===== src/rtl/spi_master_comm_if.sv =====
// Host and SPI pin bundle for spi_master_comm.
interface spi_master_comm_if;
  logic       SCLK;
  logic       SS;
  logic       MOSI;
  logic       MISO;
  logic       start;
  logic [4:0] len;
  logic       abort;
  logic [7:0] DATA_in;
  logic       byte_load;
  logic [7:0] DATA_out;
  logic       EoB;
  logic       busy;
  logic       done;
  logic       aborted;

  // Seen from the SPI master block
  modport master (
    input  MISO, start, len, abort, DATA_in,
    output SCLK, SS, MOSI, byte_load, DATA_out, EoB, busy, done, aborted
  );

  // Seen from the host / slave side driving the master
  modport slave (
    output MISO, start, len, abort, DATA_in,
    input  SCLK, SS, MOSI, byte_load, DATA_out, EoB, busy, done, aborted
  );
endinterface


===== src/rtl/spi_master_comm.sv =====
// SPI master, CPOL=0 / CPHA=1, LSB first, multi-byte frames with SS guard time.
module spi_master_comm #(
  parameter int unsigned CLK_DIV  = 4,
  parameter int unsigned SS_GUARD = 2
) (
  input  logic                  clk,
  input  logic                  rst,
  spi_master_comm_if.master     bus
);

  localparam int unsigned CW = 8;  // guard / divider counter width
  localparam int unsigned BW = 6;  // byte counter width (holds 32)
  localparam int unsigned EW = 5;  // SCLK edge counter width (0..16)
  localparam int unsigned DW = 8;  // data width

  typedef enum logic [2:0] {IDLE, SETUP, LOAD, TRANS, NEXT, HOLD} state_t;

  state_t        state_q, state_d;
  logic          sclk_q, sclk_d;
  logic          ss_q, ss_d;
  logic          mosi_q, mosi_d;
  logic [DW-1:0] data_out_q, data_out_d;
  logic          eob_q, eob_d;
  logic          byte_load_q, byte_load_d;
  logic          done_q, done_d;
  logic          aborted_q, aborted_d;
  logic          busy_q, busy_d;
  logic [BW-1:0] byte_cnt_q, byte_cnt_d;
  logic [CW-1:0] guard_cnt_q, guard_cnt_d;
  logic [CW-1:0] div_cnt_q, div_cnt_d;
  logic [EW-1:0] edge_cnt_q, edge_cnt_d;
  logic [DW-1:0] tx_q, tx_d;
  logic [DW-1:0] rx_q, rx_d;

  // Next-state, shift-register and output computation
  always_comb begin
    state_d     = state_q;
    sclk_d      = sclk_q;
    ss_d        = ss_q;
    mosi_d      = mosi_q;
    data_out_d  = data_out_q;
    eob_d       = 1'b0;
    byte_load_d = 1'b0;
    done_d      = 1'b0;
    aborted_d   = 1'b0;
    byte_cnt_d  = byte_cnt_q;
    guard_cnt_d = guard_cnt_q;
    div_cnt_d   = div_cnt_q;
    edge_cnt_d  = edge_cnt_q;
    tx_d        = tx_q;
    rx_d        = rx_q;

    if (state_q != IDLE && bus.abort) begin
      // Abort drops the partial byte silently and releases the bus at once
      state_d   = IDLE;
      sclk_d    = 1'b0;
      ss_d      = 1'b1;
      mosi_d    = 1'b0;
      aborted_d = 1'b1;
    end else begin
      case (state_q)
        IDLE: begin
          sclk_d = 1'b0;
          ss_d   = 1'b1;
          mosi_d = 1'b0;
          if (bus.start && !bus.abort) begin
            state_d     = SETUP;
            ss_d        = 1'b0;
            byte_cnt_d  = (bus.len == 5'd0) ? BW'(32) : BW'(bus.len);
            guard_cnt_d = '0;
          end
        end
        SETUP: begin
          if (guard_cnt_q == CW'(SS_GUARD - 1)) begin
            guard_cnt_d = '0;
            state_d     = LOAD;
          end else begin
            guard_cnt_d = guard_cnt_q + CW'(1);
          end
        end
        LOAD: begin
          tx_d        = bus.DATA_in;
          mosi_d      = bus.DATA_in[0];
          byte_load_d = 1'b1;
          edge_cnt_d  = '0;
          div_cnt_d   = '0;
          state_d     = TRANS;
        end
        TRANS: begin
          if (div_cnt_q == CW'(CLK_DIV - 1)) begin
            div_cnt_d  = '0;
            sclk_d     = ~sclk_q;
            edge_cnt_d = edge_cnt_q + EW'(1);
            if (!sclk_q) begin
              // Rising edge: bit 0 is already on MOSI for the first one
              if (edge_cnt_q != '0) begin
                tx_d   = tx_q >> 1;
                mosi_d = tx_q[1];
              end
            end else begin
              // Falling edge: capture MISO, LSB ends up in bit 0
              rx_d = {bus.MISO, rx_q[DW-1:1]};
              if (edge_cnt_q == EW'(15)) begin
                state_d = NEXT;
              end
            end
          end else begin
            div_cnt_d = div_cnt_q + CW'(1);
          end
        end
        NEXT: begin
          data_out_d  = rx_q;
          eob_d       = 1'b1;
          byte_cnt_d  = byte_cnt_q - BW'(1);
          guard_cnt_d = '0;
          state_d     = (byte_cnt_q == BW'(1)) ? HOLD : LOAD;
        end
        HOLD: begin
          if (guard_cnt_q == CW'(SS_GUARD - 1)) begin
            guard_cnt_d = '0;
            ss_d        = 1'b1;
            mosi_d      = 1'b0;
            done_d      = 1'b1;
            state_d     = IDLE;
          end else begin
            guard_cnt_d = guard_cnt_q + CW'(1);
          end
        end
        default: state_d = IDLE;
      endcase
    end

    busy_d = (state_d != IDLE);
  end

  // State and output registers
  always_ff @(posedge clk or posedge rst) begin
    if (rst) begin
      state_q     <= IDLE;
      sclk_q      <= 1'b0;
      ss_q        <= 1'b1;
      mosi_q      <= 1'b0;
      data_out_q  <= '0;
      eob_q       <= 1'b0;
      byte_load_q <= 1'b0;
      done_q      <= 1'b0;
      aborted_q   <= 1'b0;
      busy_q      <= 1'b0;
      byte_cnt_q  <= '0;
      guard_cnt_q <= '0;
      div_cnt_q   <= '0;
      edge_cnt_q  <= '0;
      tx_q        <= '0;
      rx_q        <= '0;
    end else begin
      state_q     <= state_d;
      sclk_q      <= sclk_d;
      ss_q        <= ss_d;
      mosi_q      <= mosi_d;
      data_out_q  <= data_out_d;
      eob_q       <= eob_d;
      byte_load_q <= byte_load_d;
      done_q      <= done_d;
      aborted_q   <= aborted_d;
      busy_q      <= busy_d;
      byte_cnt_q  <= byte_cnt_d;
      guard_cnt_q <= guard_cnt_d;
      div_cnt_q   <= div_cnt_d;
      edge_cnt_q  <= edge_cnt_d;
      tx_q        <= tx_d;
      rx_q        <= rx_d;
    end
  end

  assign bus.SCLK      = sclk_q;
  assign bus.SS        = ss_q;
  assign bus.MOSI      = mosi_q;
  assign bus.DATA_out  = data_out_q;
  assign bus.EoB       = eob_q;
  assign bus.byte_load = byte_load_q;
  assign bus.done      = done_q;
  assign bus.aborted   = aborted_q;
  assign bus.busy      = busy_q;

endmodule


===== src/flat_wrapper.sv =====
// flat-port wrapper written by rule: the top's interface ports become plain ports
module spi_master_comm_flat 
#(
  parameter int unsigned CLK_DIV  = 4,
  parameter int unsigned SS_GUARD = 2
)
  (clk, rst, bus_MISO, bus_start, bus_len, bus_abort, bus_DATA_in, bus_SCLK, bus_SS, bus_MOSI, bus_byte_load, bus_DATA_out, bus_EoB, bus_busy, bus_done, bus_aborted);
  spi_master_comm_if bus_i ();
  input  logic clk;
  input  logic rst;
  input wire logic [$bits(bus_i.MISO)-1:0] bus_MISO;
  input wire logic [$bits(bus_i.start)-1:0] bus_start;
  input wire logic [$bits(bus_i.len)-1:0] bus_len;
  input wire logic [$bits(bus_i.abort)-1:0] bus_abort;
  input wire logic [$bits(bus_i.DATA_in)-1:0] bus_DATA_in;
  output wire logic [$bits(bus_i.SCLK)-1:0] bus_SCLK;
  output wire logic [$bits(bus_i.SS)-1:0] bus_SS;
  output wire logic [$bits(bus_i.MOSI)-1:0] bus_MOSI;
  output wire logic [$bits(bus_i.byte_load)-1:0] bus_byte_load;
  output wire logic [$bits(bus_i.DATA_out)-1:0] bus_DATA_out;
  output wire logic [$bits(bus_i.EoB)-1:0] bus_EoB;
  output wire logic [$bits(bus_i.busy)-1:0] bus_busy;
  output wire logic [$bits(bus_i.done)-1:0] bus_done;
  output wire logic [$bits(bus_i.aborted)-1:0] bus_aborted;
  assign bus_i.MISO = bus_MISO;
  assign bus_i.start = bus_start;
  assign bus_i.len = bus_len;
  assign bus_i.abort = bus_abort;
  assign bus_i.DATA_in = bus_DATA_in;
  assign bus_SCLK = bus_i.SCLK;
  assign bus_SS = bus_i.SS;
  assign bus_MOSI = bus_i.MOSI;
  assign bus_byte_load = bus_i.byte_load;
  assign bus_DATA_out = bus_i.DATA_out;
  assign bus_EoB = bus_i.EoB;
  assign bus_busy = bus_i.busy;
  assign bus_done = bus_i.done;
  assign bus_aborted = bus_i.aborted;
  spi_master_comm #(.CLK_DIV(CLK_DIV), .SS_GUARD(SS_GUARD)) u_core (.clk(clk), .rst(rst), .bus(bus_i));
endmodule

===== config.mk =====
export PLATFORM = sky130hd
export DESIGN_NAME = spi_master_comm_flat
export DESIGN_NICKNAME = d
export VERILOG_FILES = /design/src/rtl/spi_master_comm_if.sv /design/src/rtl/spi_master_comm.sv /design/src/flat_wrapper.sv
export SDC_FILE = /design/constraint.sdc
export NUM_CORES = 1
export LEC_CHECK = 0
export CAP_MARGIN = 20
export CORE_UTILIZATION = 45
export DETAILED_ROUTE_END_ITERATION = 12
export PLACE_DENSITY = 0.64
export SYNTH_ARGS = -nofsm -noshare
export SYNTH_HDL_FRONTEND = slang
export SYNTH_SLANG_ARGS = --single-unit

===== constraint.sdc =====
create_clock -name clk -period 2.9 [get_ports clk]
set_clock_uncertainty 0.15 [all_clocks]
set_input_delay 0.435 -clock clk [delete_from_list [all_inputs] [get_ports clk]]
set_output_delay 0.435 -clock clk [all_outputs]
set_load 0.1 [all_outputs]

=== Yosys cells after proc, flatten, opt, wreduce, memory -nomap -nowiden ===
Index checks and enable logic that the tools add are counted.

* Word-level logic and storage cells: 108
* Bits in registers: 62
* Output and inout bits: 16
* Input port bits: 18

* Reductions and logical operators: 25
* $add $sub $neg: 4
* Equal/unequal tests: 17
* Mux-type cells: 44
* Bitwise gates (word level): 2

{| class="wikitable"
|+ Operator list
! kind !! number
|-
| 2-to-1 mux 8 bit || 6
|-
| case mux 8 bit (2 select lines) || 2
|-
| 2-to-1 mux 3 bit || 8
|-
| case mux 8 bit (3 select lines) || 1
|-
| 2-to-1 mux 1 bit || 18
|-
| case mux 3 bit (6 select lines) || 1
|-
| adder 8 x 1 -> 8 bit, second input constant || 2
|-
| nonzero test 3 bit || 5
|-
| 2-to-1 mux 6 bit || 2
|-
| case mux 6 bit (2 select lines) || 1
|-
| case mux 5 bit (2 select lines) || 1
|-
| AND reduction 5 bit || 2
|-
| nonzero test 5 bit || 2
|-
| != test 3 x 1 -> 1 bit, second input constant || 3
|-
| AND reduction 3 bit || 3
|-
| == test 8 x 1 -> 1 bit, second input constant || 1
|-
| == test 8 x 2 -> 1 bit, second input constant || 1
|-
| AND reduction 2 bit || 4
|-
| == test 3 x 2 -> 1 bit, second input constant || 2
|-
| == test 3 bit, second input constant || 2
|-
| == test 6 x 1 -> 1 bit, second input constant || 1
|-
| != test 2 x 1 -> 1 bit, second input constant || 3
|-
| subtractor 6 x 1 -> 6 bit, second input constant || 1
|-
| adder 5 x 1 -> 5 bit, second input constant || 1
|-
| other kinds (15) || 19
|}

=== Depth between registers and ports, before layout ===
Gate-level depths: netlist of run 1.

* Depth after elaboration: 7
* Mapped depth: 7
* Depth with buffers taken out: 6

=== Worst setup path before layout of run 1 ===
No wires, ideal clock.

* Path kind: register to register
* Start: reg u_core.sclk_q (netlist: u_core.bus.SCLK)
* End: reg u_core.rx_q[7]
* Required time: 2625 ps
* Arrival time: 2097 ps
* Period minus slack after synthesis: 2372 ps
* Cell stages (with the launch flop): 4
* Setup time: 125 ps
* Path buffers: 0
* Path slack: 528 ps
* Cell sequence: dfrtp_1 -> inv_1 -> nor4_4 -> mux2_2

* Cells in the longest elaborated chain, start to end: 1

{| class="wikitable"
|+ RTL lines
! what !! line !! RTL
|-
| from (decl) || spi_master_comm.sv:19 || <nowiki>logic sclk_q, sclk_d;</nowiki>
|-
| from (signal assigned) || spi_master_comm.sv:157 || <nowiki>sclk_q <= sclk_d;</nowiki>
|-
| AND reduction 4 bit (no source line) || n/a ||
|-
| to (signal assigned) || spi_master_comm.sv:171 || <nowiki>rx_q <= rx_d;</nowiki>
|-
| to (decl) || spi_master_comm.sv:33 || <nowiki>logic [DW-1:0] rx_q, rx_d;</nowiki>
|}

Every way passes these cells.
A chain may end at the register's enable or synchronous reset.

=== Worst setup path after layout of run 1 ===
* Start: reg u_core.div_cnt_q[0]
* End: reg u_core.rx_q[7]

* Cells in the longest elaborated chain, start to end: 2

{| class="wikitable"
|+ RTL lines
! what !! line !! RTL
|-
| from (decl) || spi_master_comm.sv:30 || <nowiki>logic [CW-1:0] div_cnt_q, div_cnt_d;</nowiki>
|-
| from (signal assigned) || spi_master_comm.sv:168 || <nowiki>div_cnt_q <= div_cnt_d;</nowiki>
|-
| == test 8 x 2 -> 1 bit || spi_master_comm.sv:90 || <nowiki>if (div_cnt_q == CW'(CLK_DIV - 1)) begin</nowiki>
|-
| AND reduction 4 bit (no source line) || n/a ||
|}

Every way passes these cells.

==> results of run 1 <==
==> per-layer routing <==
metal	global-route usage [%]	share of wire, %
met1	25.7	51
met2	28.5	45
met3	5.05	3.3
met4	6.36	1.0
met5	0	0
==> power by group through the flow <==
| stage | sequential, uW | clock (uW) | combinational [uW] |
|---|---|---|---|
| 4_1_cts | 1150 | 767 | 965 |
| 3_3_place_gp | 1170 | 0 | 949 |
| 2_1_floorplan | 1270 | 0 | 605 |
| 6_report | 1150 | 744 | 958 |
| 3_5_place_dp | 1170 | 0 | 962 |
| 5_1_grt | 1180 | 798 | 1060 |
==> synthesized netlist by cell type (3+ instances only) <==
master     n  share of area, %
dfrtp_1   60                47
o21ai_0   28               4.4
mux2_2    24               8.4
nor2_1    18               2.1
a21oi_1   16               2.5
nand2_1   16               1.9
inv_1     14               1.6
nand3_1   14               2.2
and3_1     9               1.8
clkbuf_1   9               1.1
ha_1       8               3.1
mux2_4     6               2.8
nand4_1    6               1.2
nor3_1     5              0.78
a211oi_1   4              0.94
a21o_1     4              0.94
mux2i_1    4               1.2
a22o_1     3              0.82
nand2b_1   3              0.59
nor2b_1    3              0.59
o31ai_1    3              0.70
==> worst min path at each step <==
stage                                     from                            endpoint  slack, ns  cells after the start
2_1_floorplan       u_core.tx_q[7]$_DFFE_PP0P_          u_core.tx_q[7]$_DFFE_PP0P_       0.31                      1
3_3_place_gp   u_core.div_cnt_q[7]$_DFFE_PP0P_     u_core.div_cnt_q[7]$_DFFE_PP0P_       0.33                      1
3_5_place_dp        u_core.tx_q[7]$_DFFE_PP0P_          u_core.tx_q[7]$_DFFE_PP0P_       0.34                      1
4_1_cts                                    rst  u_core.bus.DATA_out[7]$_DFFE_PP0P_       0.34                      2
5_1_grt             u_core.tx_q[7]$_DFFE_PP0P_          u_core.tx_q[7]$_DFFE_PP0P_       0.36                      1
6_report                                   rst  u_core.bus.DATA_out[7]$_DFFE_PP0P_       0.34                      2
==> registers in the layout, indices dropped and copies added, names as in the netlist <==
| register | cells |
|---|---|
| u_core.rx_q | 8 |
| u_core.bus.EoB | 1 |
| u_core.bus.aborted | 1 |
| u_core.edge_cnt_q | 5 |
| u_core.bus.SS | 1 |
| u_core.guard_cnt_q | 8 |
| u_core.tx_q | 7 |
| u_core.byte_cnt_q | 6 |
| u_core.bus.MOSI | 1 |
| u_core.div_cnt_q | 8 |
| u_core.bus.byte_load | 1 |
| u_core.state_q | 3 |
| u_core.bus.SCLK | 1 |
| u_core.bus.DATA_out | 8 |
| u_core.bus.busy | 1 |
| u_core.bus.done | 1 |
==> logic make-up after synthesis <==
kind of cell    Yosys count  share of synthesized area [%]
fa+ha+maj                 8                           3.12
mux                      34                           12.5
simple gates            100                           18.9
flops                    61                           47.6
compound gates           72                           14.0
xor+xnor                  3                          0.819
buf+inv                  24                           3.04
==> worst register-to-register path: stages, from the launching register on <==
cell     delay (ns)
dfrtp_1        0.39
ha_1           0.23
nor4b_4        0.44
nand2_4        0.13
nor4_4         0.46
mux2_2         0.40
==> area by class of cell <==
cell class / count / area share [%]
clock buffers: 12 / 3.77
clock inverters: 4 / 1.24
inverters: 14 / 1.37
multi-input cells: 217 / 41.2
flip-flops and latches: 61 / 39.7
well taps: 96 / 3.12
repair buffers: 42 / 9.63
==> stage by stage <==
stage	util [%]	hold WS [ns]	worst slack, ns
3_3_place_gp	53.5	0.332	0.493
2_1_floorplan	-	0.312	0.528
5_1_grt	56.3	0.365	0.416
3_5_place_dp	53.5	0.337	0.483
6_report	56.3	0.336	0.597
4_1_cts	56.3	0.339	0.583
==> metrics.yaml, run 1 <==
critical_path:
  cp_slowest_cell: "nor4_4"
  cp_max_fo: 8
  crit_family: "simple AND/OR/NAND/NOR gates"
  r2r_start: "u_core.div_cnt_q[0]$_DFFE_PP0P_"
  crit_chain: "ha_1 > nor4b_4 > nand2_4 > nor4_4 > mux2_2"
  crit_cells: 5
  critPathLaunch: "u_core.div_cnt_q[0]$_DFFE_PP0P_"
  reg2reg_to: "u_core.rx_q[7]$_DFFE_PP0P_"
  rr_worst_depth: 5
  reg2reg_slack_ns: 0.60
  crit_required_ns: 2.97
  crit_arrival_ns: 2.38
  cp_num_buf_inv: 0
  crit_path_start_kind: "flip-flop"
  slowest_delay_ns: 0.46
  path_class: "flip-flop to flip-flop"
  worstSetupEndpointType: "flip-flop"
  endpoint: "u_core.rx_q[7]$_DFFE_PP0P_"
routing:
  wirelength_um: 6310
  routedWlPerCell_um: 14.1
  ant_nets: 0
  num_vias: 2378
  drt-initial-drc-count: 110
  drc: 0
  drt-pass1-iter-count: 4
  vias_per_cell: 5.33
outcome:
  status: "finished, final reports clean"
sta:
  setup_viol: 0
  worstMarginPinSlew_ns: 0.972
  hold_viol: 0
  slew_headroom_pct: 34.6
  rsz0062_at_grt: "no"
  max_freq_mhz: 434
  min_period_ns: 2.30
  fin_crit_sh_pct: 79.4
  maxSlewViolCount: 0
  tns_ns: 0
logic_synthesis:
  synth_cells: 302
  synth_edf_count: 0
  yosysSeqAreaShare_pct: 47.6
  synth.distinct_cells: 56
  async_flop_share_pct: 100
  syn-cell-area_sq_um: 3210
  syn_nets: 328
  synth-warning-count: 0
  avgSynthCellArea_sq_um: 10.6
  ys_ff_latch: 61
  ys.flop_type: "dfrtp_1"
finish:
  layout-drive-gt1-share_pct: 24.9
  postLayoutCellArea_sq_um: 3850
  syn_to_final_growth_pct: 19.9
  antenna_cells: 0
  seq_area_sq_um: 1530
  final_nets: 371
  multi_input_area_sq_um: 1580
  layout_common_cells: "dfrtp_1, o21ai_0, mux2_2, buf_4, nor2_1"
  final_common_cell: "dfrtp_1"
  num-fill-cells: 616
  final_cells: 446
place:
  port_buffers: 33
  placed_area_sq_um: 3650
  dpl.cell_count: 430
  dp_hpwl_um: 4380
  routabilityCongestion: 0.772
power:
  p_int_uw: 1830
  p_leak_uw: 0.00175
  ir_drop_mv: 0.401
  p_comb_share_pct: 33.5
  p_per_area_nw_per_um2: 742
  p_seq_share_pct: 40.4
  switching_share_pct: 35.9
  p_clk_share_pct: 26.0
  switchingPower_uw: 1030
  p_total_uw: 2860
flow_run:
  drv_cap: 0
global_routing:
  grt_max_degree: 34
  antenna_found_initial: 0
  grt_usage_pct: 18.7
  grt_overflow: 0
  grt_first_pass_wirelength_um: 10800
  grt_pass1_vias: 2274
cts:
  clk_latency_ns: 0.34
  clk_path_buf_depth: 2
  ctsHoldBuffers: 0
  cts-buffers-inserted: 9
  cts.clk_slew.worst_paths_ns: 0.07
  post_cts_buffers: 0
  cts.sinks: 61
  htreeDepth: 3
  cts_resized: 0
  cts_tree: "done"
  cts_root_buf: "clkbuf_8"
die:
  initial_utilization_pct: 47.0
  die_y_um: 86.4
  die_area_sq_um: 7470
  std_cell_rows: 30
  coreArea_sq_um: 6830
  num_io_pins: 34
  die_w_um: 86.4
min_path:
  worstHoldPathType: "input pin to asynchronous set/reset pin"
(Power assumes the default switching activity.)
==> run 2, diff against run 1 <==
==> constraint.sdc (replaced) <==
create_clock -name clk -period 2.3 [get_ports clk]
set_clock_uncertainty 0.15 [all_clocks]
set_input_delay 0.345 -clock clk [delete_from_list [all_inputs] [get_ports clk]]
set_output_delay 0.345 -clock clk [all_outputs]
set_load 0.1 [all_outputs]
==> metrics.yaml, run 2 (synthesized netlist as in run 1, its figures left out) <==
sta:
  rsz0062_at_grt: "no"
  maxSlewViolCount: 0
  min_period_ns: 2.12
  tns_ns: 0
  fin_crit_sh_pct: 92.0
  worstMarginPinSlew_ns: 1.01
  slew_headroom_pct: 32.3
  max_freq_mhz: 473
  setup_viol: 0
  fin_ws_ns: 0.184
  hold_viol: 0
place:
  placed_area_sq_um: 3750
  port_buffers: 33
  dp_slack_ns: 0.0272
  routabilityCongestion: 0.810
  dp_hpwl_um: 4600
finish:
  layout_common_cells: "dfrtp_1, buf_4, o21ai_0, mux2_2, nor2_1"
  layout-drive-gt1-share_pct: 28.1
  num-fill-cells: 602
  final_nets: 384
  postLayoutCellArea_sq_um: 4000
  syn_to_final_growth_pct: 24.5
  antenna_cells: 0
  final_common_cell: "dfrtp_1"
critical_path:
  crit_required_ns: 2.37
  worstSetupEndpointType: "flip-flop"
  reg2reg_slack_ns: 0.18
  critPathLaunch: "u_core.div_cnt_q[1]$_DFFE_PP0P_"
  crit_arrival_ns: 2.19
  cp_num_buf_inv: 2
  cp_slowest_cell: "dfrtp_1"
  cp_common_cell: "buf_4"
  crit_family: "simple AND/OR/NAND/NOR gates"
  crit_chain: "ha_1 > nor4b_4 > buf_4 > nand2_4 > nor4_4 > buf_4 > mux2_2"
  r2r_start: "u_core.div_cnt_q[1]$_DFFE_PP0P_"
  path_class: "flip-flop to flip-flop"
  slowest_delay_ns: 0.38
  crit_path_start_kind: "flip-flop"
  cp_max_fo: 8
min_path:
  worstHoldPathType: "input pin to asynchronous set/reset pin"
routing:
  wirelength_um: 6580
  num_vias: 2486
  routedWlPerCell_um: 14.3
  drt-pass1-iter-count: 4
  drc: 0
  vias_per_cell: 5.42
  ant_nets: 0
  drt-initial-drc-count: 150
cts:
  clk_latency_ns: 0.34
  cts_tree: "done"
  cts-buffers-inserted: 9
  cts_root_buf: "clkbuf_8"
  clk_path_buf_depth: 2
  cts.clk_slew.worst_paths_ns: 0.07
  htreeDepth: 3
  cts.sinks: 61
power:
  p_total_uw: 3880
  ir_drop_mv: 0.622
  p_leak_uw: 0.00184
  p_per_area_nw_per_um2: 972
flow_run:
  drv_cap: 0
global_routing:
  grt_overflow: 0
  grt_usage_pct: 19.3
  grt_max_degree: 62
  grt_first_pass_wirelength_um: 10900
  grt_pass1_vias: 2293
  antenna_found_initial: 0
die:
  coreArea_sq_um: 6830
  die_y_um: 86.4
  std_cell_rows: 30
  num_io_pins: 34
  initial_utilization_pct: 47.0
  die_w_um: 86.4
  die_area_sq_um: 7470
outcome:
  status: "finished, final reports clean"
[run 2: cell types whose count changed in the layout (fill, tap and decap cells not counted), sizes merged]
cell / before / now
buf: 25 / 38
bufinv: 1 / 3
clkinv: 2 / 1
clkinvlp: 1 / 0
[run 2: metrics by stage]
stage | util, % | std cells | hold WS, ns
after floorplan | - | 302 | 0.312
after global placement | 54.9 | 443 | 0.335
after detailed placement | 54.9 | 443 | 0.343
after CTS | 58.4 | 459 | 0.245
after global routing | 58.5 | 459 | 0.263
final | 58.5 | 459 | 0.233
[run 2: metal layers]
layer	routed length (um)	track usage [%]	up-vias	part of all wire, %
met5	0	0	-	0
met4	112	11.4	0	1.7
met3	240	4.57	9	3.6
met2	2950	28.1	45	45
li1	-	-	1220	-
met1	3280	26.3	1212	50
[run 2: where the power goes]
| group | switching (uW) | leakage, uW | internal, uW |
|---|---|---|---|
| logic | 728 | 0.000906 | 549 |
| registers | 168 | 0.000810 | 1270 |
| clock network | 415 | 0.000121 | 749 |
[run 2: worst paths after layout]
kind | end | depth (start not counted)
worst max-delay path | u_core.rx_q[2]$_DFFE_PP0P_ | 7
worst min-delay path | u_core.byte_cnt_q[0]$_DFFE_PP0P_ | 3
worst max register to register | u_core.rx_q[2]$_DFFE_PP0P_ | 7
worst min register to register | u_core.div_cnt_q[7]$_DFFE_PP0P_ | 1
max in group asynchronous | u_core.bus.SCLK$_DFFE_PP0P_ | 3
min in group clk | u_core.div_cnt_q[7]$_DFFE_PP0P_ | 1
[run 2: final cells by class]
class | count | area (sq um) | area share [%]
multi-input combinational | 217 | 1590 | 39.7
sequential | 61 | 1530 | 38.3
timing repair buffer | 55 | 468 | 11.7
clock buffer | 12 | 145 | 3.63
tap | 96 | 120 | 3.01
clock inverter | 4 | 95.1 | 2.38
inverter | 14 | 52.6 | 1.32
[run 2: worst reg2reg max path: stages, from the launching register on]
cell	delay [ns]
dfrtp_1	0.38
ha_1	0.24
nor4b_4	0.27
buf_4	0.20
nand2_4	0.08
nor4_4	0.13
buf_4	0.20
mux2_2	0.34
[run 2: what timing repair did]
item                                    4_1_cts  5_1_grt
hold buffers                                  0        0
endpoints found under the setup margin        0        6
resized for setup                             0        1
buffers inserted                              0        0
==> run 3, diff against run 2 <==
--- a/config.mk
+++ b/config.mk
@@ -5,6 +5,7 @@
 export SDC_FILE = /design/constraint.sdc
 export NUM_CORES = 1
 export LEC_CHECK = 0
+export ABC_CLOCK_PERIOD_IN_PS = 2300
 export CAP_MARGIN = 20
 export CORE_UTILIZATION = 45
 export DETAILED_ROUTE_END_ITERATION = 12
==> results of run 3 <==
Final layout, timing and power as in run 2 (identical DEF).
